<file path="src/rtl/noc_pkg.sv">
// Shared flit definitions for the NoC ingress path.
// Flit layout: [16] valid, [15:12] dest, [11:8] src, [7:0] data; all-zero is idle.
package noc_pkg;

  localparam int unsigned FLIT_W    = 17;
  localparam int unsigned VALID_BIT = 16;
  localparam int unsigned DEST_HI   = 15;
  localparam int unsigned DEST_LO   = 12;
  localparam int unsigned SRC_HI    = 11;
  localparam int unsigned SRC_LO    = 8;
  localparam int unsigned DATA_HI   = 7;
  localparam int unsigned DATA_LO   = 0;

  // Adapter splits a 32-bit word into four byte flits.
  localparam int unsigned PKT_LEN_DEFAULT = 4;

  typedef logic [FLIT_W-1:0] flit_t;

  function automatic logic [3:0] flit_src(input flit_t f);
    return f[SRC_HI:SRC_LO];
  endfunction

  function automatic flit_t make_flit(input logic [3:0] dest, input logic [3:0] src,
                                      input logic [7:0] data);
    flit_t f;
    f                  = '0;
    f[VALID_BIT]       = 1'b1;
    f[DEST_HI:DEST_LO] = dest;
    f[SRC_HI:SRC_LO]   = src;
    f[DATA_HI:DATA_LO] = data;
    return f;
  endfunction

endpackage

</file>
<file path="src/rtl/noc_flit_rx_buffer_if.sv">
// Adapter-facing and crossbar-facing signals of the flit RX buffer.
//   f_a        : flit from the adapter          stall      : back-pressure to adapter
//   to_x       : flit at FIFO head              to_x_valid : to_x holds a flit
//   to_x_head  : first flit of a packet         to_x_tail  : last flit of a packet
//   x_ready    : crossbar accepts to_x          drop_cnt   : saturating overflow count
//   err_src    : sticky mixed-source flag
// slave modport is the buffer itself; master is its environment.
interface noc_flit_rx_buffer_if
  import noc_pkg::*;
#(
  parameter int unsigned DROP_W = 8
);

  flit_t             f_a;
  logic              stall;
  flit_t             to_x;
  logic              to_x_valid;
  logic              to_x_head;
  logic              to_x_tail;
  logic              x_ready;
  logic [DROP_W-1:0] drop_cnt;
  logic              err_src;

  modport slave (
    input  f_a, x_ready,
    output stall, to_x, to_x_valid, to_x_head, to_x_tail, drop_cnt, err_src
  );

  modport master (
    output f_a, x_ready,
    input  stall, to_x, to_x_valid, to_x_head, to_x_tail, drop_cnt, err_src
  );

endinterface

</file>
<file path="src/rtl/noc_sync_fifo.sv">
// Single-clock FIFO with asynchronous active-high reset.
//   push/wdata : write an entry (caller guarantees not full unless popping)
//   pop        : retire the head entry (caller guarantees not empty)
//   rdata      : entry at the read pointer (raw, not masked when empty)
//   count      : occupancy 0..DEPTH; full/empty decoded from it
// Storage is not reset.
module noc_sync_fifo #(
  parameter int unsigned DEPTH = 8,
  parameter int unsigned WIDTH = 17,
  localparam int unsigned PtrW = $clog2(DEPTH),
  localparam int unsigned CntW = PtrW + 1
) (
  input  logic             clk,
  input  logic             rst,
  input  logic             push,
  input  logic             pop,
  input  logic [WIDTH-1:0] wdata,
  output logic [WIDTH-1:0] rdata,
  output logic [CntW-1:0]  count,
  output logic             full,
  output logic             empty
);

  logic [WIDTH-1:0] mem [DEPTH];
  logic [PtrW-1:0]  wr_ptr_q, rd_ptr_q;
  logic [CntW-1:0]  count_q;

  always_ff @(posedge clk) begin
    if (push) mem[wr_ptr_q] <= wdata;
  end

  // DEPTH is a power of two, so pointers wrap by natural overflow.
  always_ff @(posedge clk or posedge rst) begin
    if (rst) begin
      wr_ptr_q <= '0;
      rd_ptr_q <= '0;
      count_q  <= '0;
    end else begin
      if (push) wr_ptr_q <= wr_ptr_q + 1'b1;
      if (pop)  rd_ptr_q <= rd_ptr_q + 1'b1;
      if (push && !pop)      count_q <= count_q + 1'b1;
      else if (pop && !push) count_q <= count_q - 1'b1;
    end
  end

  assign rdata = mem[rd_ptr_q];
  assign count = count_q;
  assign full  = (count_q == CntW'(DEPTH));
  assign empty = (count_q == '0);

endmodule

</file>
<file path="src/rtl/noc_flit_rx_buffer.sv">
// Router ingress stage: buffers adapter flits, frames them into PKT_LEN-flit packets
// and offers them to the crossbar over valid/ready.
//   clk, rst : clock, asynchronous active-high reset
//   bus      : slave side of noc_flit_rx_buffer_if (flit in, stall out, crossbar
//              flit/valid/head/tail out, x_ready in, drop_cnt and err_src out)
module noc_flit_rx_buffer
  import noc_pkg::*;
#(
  parameter int unsigned DEPTH   = 8,
  parameter int unsigned PKT_LEN = PKT_LEN_DEFAULT,
  parameter int unsigned DROP_W  = 8
) (
  input  logic                 clk,
  input  logic                 rst,
  noc_flit_rx_buffer_if.slave  bus
);

  localparam int unsigned PtrW  = $clog2(DEPTH);
  localparam int unsigned CntW  = PtrW + 1;
  localparam int unsigned BeatW = (PKT_LEN > 1) ? $clog2(PKT_LEN) : 1;

  flit_t             head_flit;
  logic [CntW-1:0]   count, count_next;
  logic              full, empty;
  logic              in_valid, push, pop, drop;

  logic [BeatW-1:0]  beat_q;
  logic [3:0]        head_src_q;
  logic              stall_q;
  logic              err_src_q;
  logic [DROP_W-1:0] drop_cnt_q;

  assign in_valid = bus.f_a[VALID_BIT];
  assign pop      = !empty && bus.x_ready;
  // A full FIFO still accepts when the head leaves in the same cycle.
  assign push     = in_valid && (!full || pop);
  assign drop     = in_valid && full && !pop;

  noc_sync_fifo #(
    .DEPTH (DEPTH),
    .WIDTH (FLIT_W)
  ) u_fifo (
    .clk   (clk),
    .rst   (rst),
    .push  (push),
    .pop   (pop),
    .wdata (bus.f_a),
    .rdata (head_flit),
    .count (count),
    .full  (full),
    .empty (empty)
  );

  always_comb begin
    count_next = count;
    if (push && !pop)      count_next = count + 1'b1;
    else if (pop && !push) count_next = count - 1'b1;
  end

  always_ff @(posedge clk or posedge rst) begin
    if (rst) begin
      beat_q     <= '0;
      head_src_q <= '0;
      stall_q    <= 1'b0;
      err_src_q  <= 1'b0;
      drop_cnt_q <= '0;
    end else begin
      // Raised one entry early: the adapter needs a cycle to see it.
      stall_q <= (count_next >= CntW'(DEPTH - 1));

      if (drop && (drop_cnt_q != {DROP_W{1'b1}})) drop_cnt_q <= drop_cnt_q + 1'b1;

      // Framing follows popped flits only; drops never shift packet boundaries.
      if (pop) begin
        if (beat_q == BeatW'(PKT_LEN - 1)) beat_q <= '0;
        else                               beat_q <= beat_q + 1'b1;

        if (beat_q == '0)                           head_src_q <= flit_src(head_flit);
        else if (flit_src(head_flit) != head_src_q) err_src_q  <= 1'b1;
      end
    end
  end

  assign bus.to_x       = empty ? '0 : head_flit;
  assign bus.to_x_valid = !empty;
  assign bus.to_x_head  = !empty && (beat_q == '0);
  assign bus.to_x_tail  = !empty && (beat_q == BeatW'(PKT_LEN - 1));
  assign bus.stall      = stall_q;
  assign bus.drop_cnt   = drop_cnt_q;
  assign bus.err_src    = err_src_q;

endmodule

</file>
<file path="src/flat_wrapper.sv">
// flat-port wrapper written by rule: the top's interface ports become plain ports
module noc_flit_rx_buffer_flat import noc_pkg::*;
#(
  parameter int unsigned DEPTH   = 8,
  parameter int unsigned PKT_LEN = PKT_LEN_DEFAULT,
  parameter int unsigned DROP_W  = 8
)
  (clk, rst, bus_f_a, bus_x_ready, bus_stall, bus_to_x, bus_to_x_valid, bus_to_x_head, bus_to_x_tail, bus_drop_cnt, bus_err_src);
  noc_flit_rx_buffer_if #(.DROP_W(DROP_W)) bus_i ();
  input  logic clk;
  input  logic rst;
  input wire logic [$bits(bus_i.f_a)-1:0] bus_f_a;
  input wire logic [$bits(bus_i.x_ready)-1:0] bus_x_ready;
  output wire logic [$bits(bus_i.stall)-1:0] bus_stall;
  output wire logic [$bits(bus_i.to_x)-1:0] bus_to_x;
  output wire logic [$bits(bus_i.to_x_valid)-1:0] bus_to_x_valid;
  output wire logic [$bits(bus_i.to_x_head)-1:0] bus_to_x_head;
  output wire logic [$bits(bus_i.to_x_tail)-1:0] bus_to_x_tail;
  output wire logic [$bits(bus_i.drop_cnt)-1:0] bus_drop_cnt;
  output wire logic [$bits(bus_i.err_src)-1:0] bus_err_src;
  assign bus_i.f_a = bus_f_a;
  assign bus_i.x_ready = bus_x_ready;
  assign bus_stall = bus_i.stall;
  assign bus_to_x = bus_i.to_x;
  assign bus_to_x_valid = bus_i.to_x_valid;
  assign bus_to_x_head = bus_i.to_x_head;
  assign bus_to_x_tail = bus_i.to_x_tail;
  assign bus_drop_cnt = bus_i.drop_cnt;
  assign bus_err_src = bus_i.err_src;
  noc_flit_rx_buffer #(.DEPTH(DEPTH), .PKT_LEN(PKT_LEN), .DROP_W(DROP_W)) u_core (.clk(clk), .rst(rst), .bus(bus_i));
endmodule
</file>
<file path="config.mk">
export PLATFORM = sky130hd
export DESIGN_NAME = noc_flit_rx_buffer_flat
export DESIGN_NICKNAME = d
export VERILOG_FILES = /design/src/rtl/noc_pkg.sv /design/src/rtl/noc_flit_rx_buffer_if.sv /design/src/rtl/noc_sync_fifo.sv /design/src/rtl/noc_flit_rx_buffer.sv /design/src/flat_wrapper.sv
export SDC_FILE = /design/constraint.sdc
export NUM_CORES = 1
export LEC_CHECK = 0
export ABC_AREA = 1
export BUFFER_PORTS_ARGS = -buffer_cell sky130_fd_sc_hd__buf_2
export CORE_ASPECT_RATIO = 1.5
export CORE_MARGIN = 4
export CORE_UTILIZATION = 56
export CTS_BUF_LIST = sky130_fd_sc_hd__clkbuf_2 sky130_fd_sc_hd__clkbuf_4 sky130_fd_sc_hd__clkbuf_8
export CTS_CLUSTER_DIAMETER = 50
export DETAILED_ROUTE_END_ITERATION = 8
export PLACE_DENSITY_LB_ADDON = 0.15
export SYNTH_ARGS = -nofsm -noshare
export SYNTH_HDL_FRONTEND = slang
export SYNTH_SLANG_ARGS = --single-unit
</file>
<file path="constraint.sdc">
create_clock -name clk -period 2.95 [get_ports clk]
set_input_delay 0.295 -clock clk [delete_from_list [all_inputs] [get_ports clk]]
set_output_delay 0.295 -clock clk [all_outputs]
set_load 0.03 [all_outputs]
</file>
## Word-level counts from Yosys, hierarchy flattened

Memories as Yosys holds them, arrays and structs flattened.
Cells that the tools add are included.

- Add/subtract/negate cells: 6
- $lt $le $gt $ge: 1
- Equal/unequal tests: 4
- Muxes and demuxes: 6
- Bitwise gates (word level): 1
- Reductions and logical operators: 18

Operators by type and width:

| operator | count |
|---|---|
| $mux W17 | 1 |
| $logic_and A1 B1 Y1 | 9 |
| $add A8 B1 Y8 const B | 1 |
| $mux W4 | 2 |
| $ne A8 B8 Y1 const B | 1 |
| $add A3 B1 Y3 const B | 2 |
| $add A4 B1 Y4 const B | 1 |
| $eq A4 B4 Y1 const B | 1 |
| $ge A4 B3 Y1 const B | 1 |
| $logic_not A1 Y1 | 4 |
| $logic_not A4 Y1 | 1 |
| $ne A4 B4 Y1 | 1 |
| $sub A4 B1 Y4 const B | 1 |
| $reduce_and A3 Y1 | 1 |
| $add A2 B1 Y2 const B | 1 |
| $eq A2 B2 Y1 const B | 1 |
| $logic_not A2 Y1 | 1 |
| $mux W1 | 2 |
| $mux W2 | 1 |
| $reduce_and A2 Y1 | 1 |
| $logic_or A1 B1 Y1 | 1 |
| $not A1 Y1 | 1 |

- Flip-flop bits (word level): 26
- Bits in writable memories: 136
- Bits of input ports: 20
- Output and inout bits: 30
- Memories kept: 1

Memories:

| name | depth | width | read ports | clocked after memory_dff | write ports | RTL line | text |
|---|---|---|---|---|---|---|---|
| u_core.u_fifo.mem | 8 | 17 | 1 | 0 | 1 | noc_sync_fifo.sv:24 | `logic [WIDTH-1:0] mem [DEPTH];` |

## Depth between registers and ports, before layout

- Word-level depth: 10
- Gate-level depth with buffers: 14
- Depth with buffers taken out: 13

## Hierarchy

From an unflattened synthesis, not the netlist that was laid out.

- Cell total of the unflattened synthesis: 825
- Area total of the unflattened synthesis: 7577.3 µm²

By module, submodules not included:

| module | instances | cells an instance | area an instance (µm²) |
|---|---|---|---|
| noc_sync_fifo | 1 | 661 | 6456.2 |
| noc_flit_rx_buffer | 1 | 164 | 1121.1 |

## Worst setup path before layout

No wires, ideal clock.

- Kind: reg-to-reg
- From: register u_core.u_fifo.count_q[0], in the netlist u_core.u_fifo.count[0]
- To: memory u_core.u_fifo.mem[0][0], enable pin
- Data arrival time: 2105 ps
- Slack: 455 ps
- Cell stages (with the launch flop): 9
- Path buffers: 0
- Clock period less this slack: 2495 ps
- Cells stage by stage: dfrtp_1 -> inv_1 -> ha_1 -> inv_1 -> nor2_1 -> nand3_1 -> nand2_1 -> or2_2 -> nor2_1

- Word-level cells in the longest chain between the ends: 7
- Elaborated cells on any way between the ends: 9
- Those cells by class: eq/ne (1); mux (2); reduce/logical (6)

RTL lines:

| what | RTL line | text |
|---|---|---|
| start: declaration | noc_sync_fifo.sv:26 | `logic [CntW-1:0] count_q;` |
| start signal: assignment | noc_sync_fifo.sv:41 | `if (push && !pop) count_q <= count_q + 1'b1;` |
| start signal: assignment | noc_sync_fifo.sv:42 | `else if (pop && !push) count_q <= count_q - 1'b1;` |
| $logic_not A4 Y1 | noc_sync_fifo.sv:49 | `assign empty = (count_q == '0);` |
| $logic_not A1 Y1 | noc_flit_rx_buffer.sv:34 | `assign pop = !empty && bus.x_ready;` |
| $logic_and A1 B1 Y1 | noc_flit_rx_buffer.sv:34 |  |
| $logic_or A1 B1 Y1 (*) | noc_flit_rx_buffer.sv:36 | `assign push = in_valid && (!full \|\| pop);` |
| $logic_and A1 B1 Y1 (*) | noc_flit_rx_buffer.sv:36 |  |
| $mux W1 (*) | noc_sync_fifo.sv:29 | `if (push) mem[wr_ptr_q] <= wdata;` |
| $mux W1 (implied by the code) (*) | noc_sync_fifo.sv:29 |  |
| end: declaration | noc_sync_fifo.sv:24 |  |

Every way passes the cells marked *; elsewhere a longest branch is shown, timed or not.

## Worst setup path in the final report

- From: register u_core.u_fifo.count_q[0], in the netlist u_core.u_fifo.count[0]
- To: output port bus_to_x[5]

- Word-level cells in the longest chain between the ends: 2

RTL lines:

| what | RTL line | text |
|---|---|---|
| $logic_not A4 Y1 | noc_sync_fifo.sv:49 |  |
| $mux W17 | noc_flit_rx_buffer.sv:84 | `assign bus.to_x = empty ? '0 : head_flit;` |
| end: declaration | flat_wrapper.sv:15 | `output wire logic [$bits(bus_i.to_x)-1:0] bus_to_x;` |

No other way between the ends.

==> impl_metrics.toml <==
[outcome]
status = "finished clean"

[floorplan]
pin_count = 50
die_w_um = 98.21
dieArea_um2 = 14070
rows = 49
core_um2 = 11960
initial_core_util_pct = 57.17
fp.dieH_um = 143.3

[clock_network]
cts_root_buf = "clkbuf_8"
clk_pin_slew_ns = 0.09
cts_buffers = 17
cts_sinks = 162
post_cts_buffers = 0
cts_resized = 0
clk_latency_ns = 0.45
h-tree-depth = 4
cts_buffer_depth = 2
cts_tree = "yes"

[power]
switchingPower_mw = 3.283
p_per_area_nw_per_um2 = 1020
p_sw_share_pct = 41.85
p_leak_nw = 3.060
clock_power_share_pct = 20.6
comb_power_share_pct = 40.9
power.internal_mw = 4.562
seq_power_share_pct = 38.4
p_total_mw = 7.845
ir_drop_v = 0.0006444

[placed_design]
io_buffers = 49
dpl_worst_slack_ns = 0.7147
hpwl_mm = 8.684
place_congestion = 0.7983
placed_area_um2 = 7278
dp_cells = 793

[route]
routed_wl_mm = 14.02
avgViaCountPerCell = 5.470
ant_nets = 0
wl_per_cell_um = 16.97
route.detailed.drc = 0
drt_iter0_drc = 265
vias = 4518
drt_pass1_iterations = 5

[yosys]
syn_area_um2 = 6835
synth_cell_types = 31
synth_largest_area_cell = "edfxtp_1"
synth_top_area_share_pct = 59.75
synthTopCellsByCount = "edfxtp_1, nor2_1, nand2_1"
async_reset_ff_share_pct = 16.05
ys_seq_area_share_pct = 69.27
syn-num-nets = 628
synth.most_common_cell = "edfxtp_1"
synthCells = 601
synth-edff-count = 136
yosys-top-cells-area = "edfxtp_1, dfrtp_1, nor2_1"
ys_seq_elements = 162
synthFlopType = "edfxtp_1"
yosys_warnings = 0
syn_avg_cell_area_um2 = 11.37

[finish]
drive_gt1_share_pct = 16.64
post-route-util_pct = 64.34
stdcell_area_um2 = 7692
syn2layout_area_growth_pct = 12.54
final_cells = 826
final_nets = 687
diodes = 0
fillers = 940

[global_routing]
antenna_found_initial = 0
track_usage_pct = 20.93
grt_pass1_wl_mm = 22.34
grt_pass1_vias = 4449
grt_max_degree = 73
grt.overflow.total = 0

[timing]
max_slew.worst_pin.slew_ns = 0.7311
period_needed_ns = 2.728
final-hold-violation-count = 0
slew_violations = 0
rsz0062_at_grt = "false"
post-route-period-util_pct = 92.49
setup_violations = 0
fmax_ghz = 0.3665
slew_headroom_pct = 51.26
holdWs_ns = 0.1052
fin_setup_tns_ns = 0
finalClockSkew_ns = 0.01411
finalWorstSetupSlack_ns = 0.2216

[hold_path]
worstHoldStart = "bus_f_a[7]"
whs_path_depth = 1
hp-class = "in -> reg"
hold_end = "u_core.u_fifo.mem[1][7]$_DFFE_PP_"

[critical_path]
arrival_ns = 2.43
cp-end-kind = "output pin"
reg2reg_slack_ns = 0.70
start_kind = "register"
cp_max_fo = 14
critPathKind = "reg -> out"
reg2reg_depth = 10
rr_endpoint = "u_core.u_fifo.mem[1][9]$_DFFE_PP_"
r2r-start = "u_core.u_fifo.count[0]$_DFF_PP0_"
crit_required_ns = 2.65

[flow_run]
drv_cap = 0
critical path, cell delays in order, from the launching register on:
cell	delay (ns)
dfrtp_1	0.44
inv_1	0.10
ha_1	0.17
inv_1	0.08
nor3_4	0.34
inv_1	0.40
o21ai_1	0.20
nor2_1	0.07
buf_2	0.18
layout by cell type, fill, tap and decap left out, types with 3 or more instances in the layout:
master	instances
edfxtp_1	136
nor2_1	107
nand2_1	81
o21ai_0	69
inv_1	50
buf_2	49
nand3_1	32
o22ai_1	26
dfrtp_1	25
clkbuf_8	17
buf_4	16
xor2_1	9
o21ai_1	7
ha_1	7
inv_6	5
xnor2_1	4
nand3b_1	4
clkinv_2	3
clkinv_4	3
timing repair:
action / 4_1_cts / 5_1_grt
endpoints found under the setup margin: 0 / 0
hold endpoints to repair: 10 / 0
hold buffers: 1 / 0
sequential cells by signal, summed over array words and instances, names as in the netlist:
signal	flops
u_core.u_fifo.wr_ptr_q	3
u_core.u_fifo.count	4
u_core.u_fifo.rd_ptr_q	3
u_core.head_src_q	4
u_core.bus.stall	1
u_core.bus.drop_cnt	8
u_core.beat_q	2
u_core.bus.err_src	1
u_core.u_fifo.mem	136
metal layers:
| metal | global-route usage [%] | up-vias | part of all wire [%] |
|---|---|---|---|
| li1 | - | 2174 | - |
| met1 | 24.65 | 2186 | 39 |
| met2 | 37.69 | 139 | 54 |
| met3 | 3.934 | 19 | 5.1 |
| met4 | 8.705 | 0 | 1.7 |
| met5 | 0 | - | 0 |
layout make-up:
class                           count  area (um^2)  share of cell area (%)
Clock buffer                       17        234.0                   3.042
Clock inverter                     15        170.2                   2.212
Inverter                           54        206.4                   2.684
Multi-Input combinational cell    358         1759                   22.87
Sequential cell                   162         4736                   61.56
Tap cell                          153        191.4                   2.489
Timing Repair Buffer               67        395.4                   5.140
how the worst max path moves through the flow:
stage                                startpoint                           endpoint  slack [ns]  cells after the start
3_3_place_gp   u_core.u_fifo.count[0]$_DFF_PP0_                        bus_to_x[3]        0.75                      8
3_5_place_dp   u_core.u_fifo.count[0]$_DFF_PP0_                        bus_to_x[3]        0.71                      8
6_report       u_core.u_fifo.count[0]$_DFF_PP0_                        bus_to_x[5]        0.22                      8
4_1_cts        u_core.u_fifo.count[0]$_DFF_PP0_                        bus_to_x[5]        0.20                      8
2_1_floorplan  u_core.u_fifo.count[0]$_DFF_PP0_  u_core.u_fifo.mem[0][0]$_DFFE_PP_        0.45                      8
5_1_grt        u_core.u_fifo.count[0]$_DFF_PP0_                        bus_to_x[5]        0.03                      8
cells by family (layout without fill, tap and decap cells):
| group | Yosys count | in the layout | share of synthesized area [%] |
|---|---|---|---|
| compound gates | 102 | 102 | 7.944 |
| flops | 162 | 162 | 69.27 |
| simple gates | 233 | 233 | 14.28 |
| fa+ha+maj | 7 | 7 | 1.281 |
| xor+xnor | 14 | 14 | 1.904 |
| buf+inv | 81 | 153 | 4.997 |
| mux | 2 | 2 | 0.3295 |
power by group through the flow:
stage,registers [mW],logic [mW],clock network [mW]
floorplan,3.08,2.34,0
global placement,3.05,3.16,0
detailed placement,3.07,3.22,0
CTS,3.02,3.24,1.65
global route,3.05,3.54,1.75
finish,3.01,3.21,1.62
No activity file was read; power rests on OpenSTA's default activity.
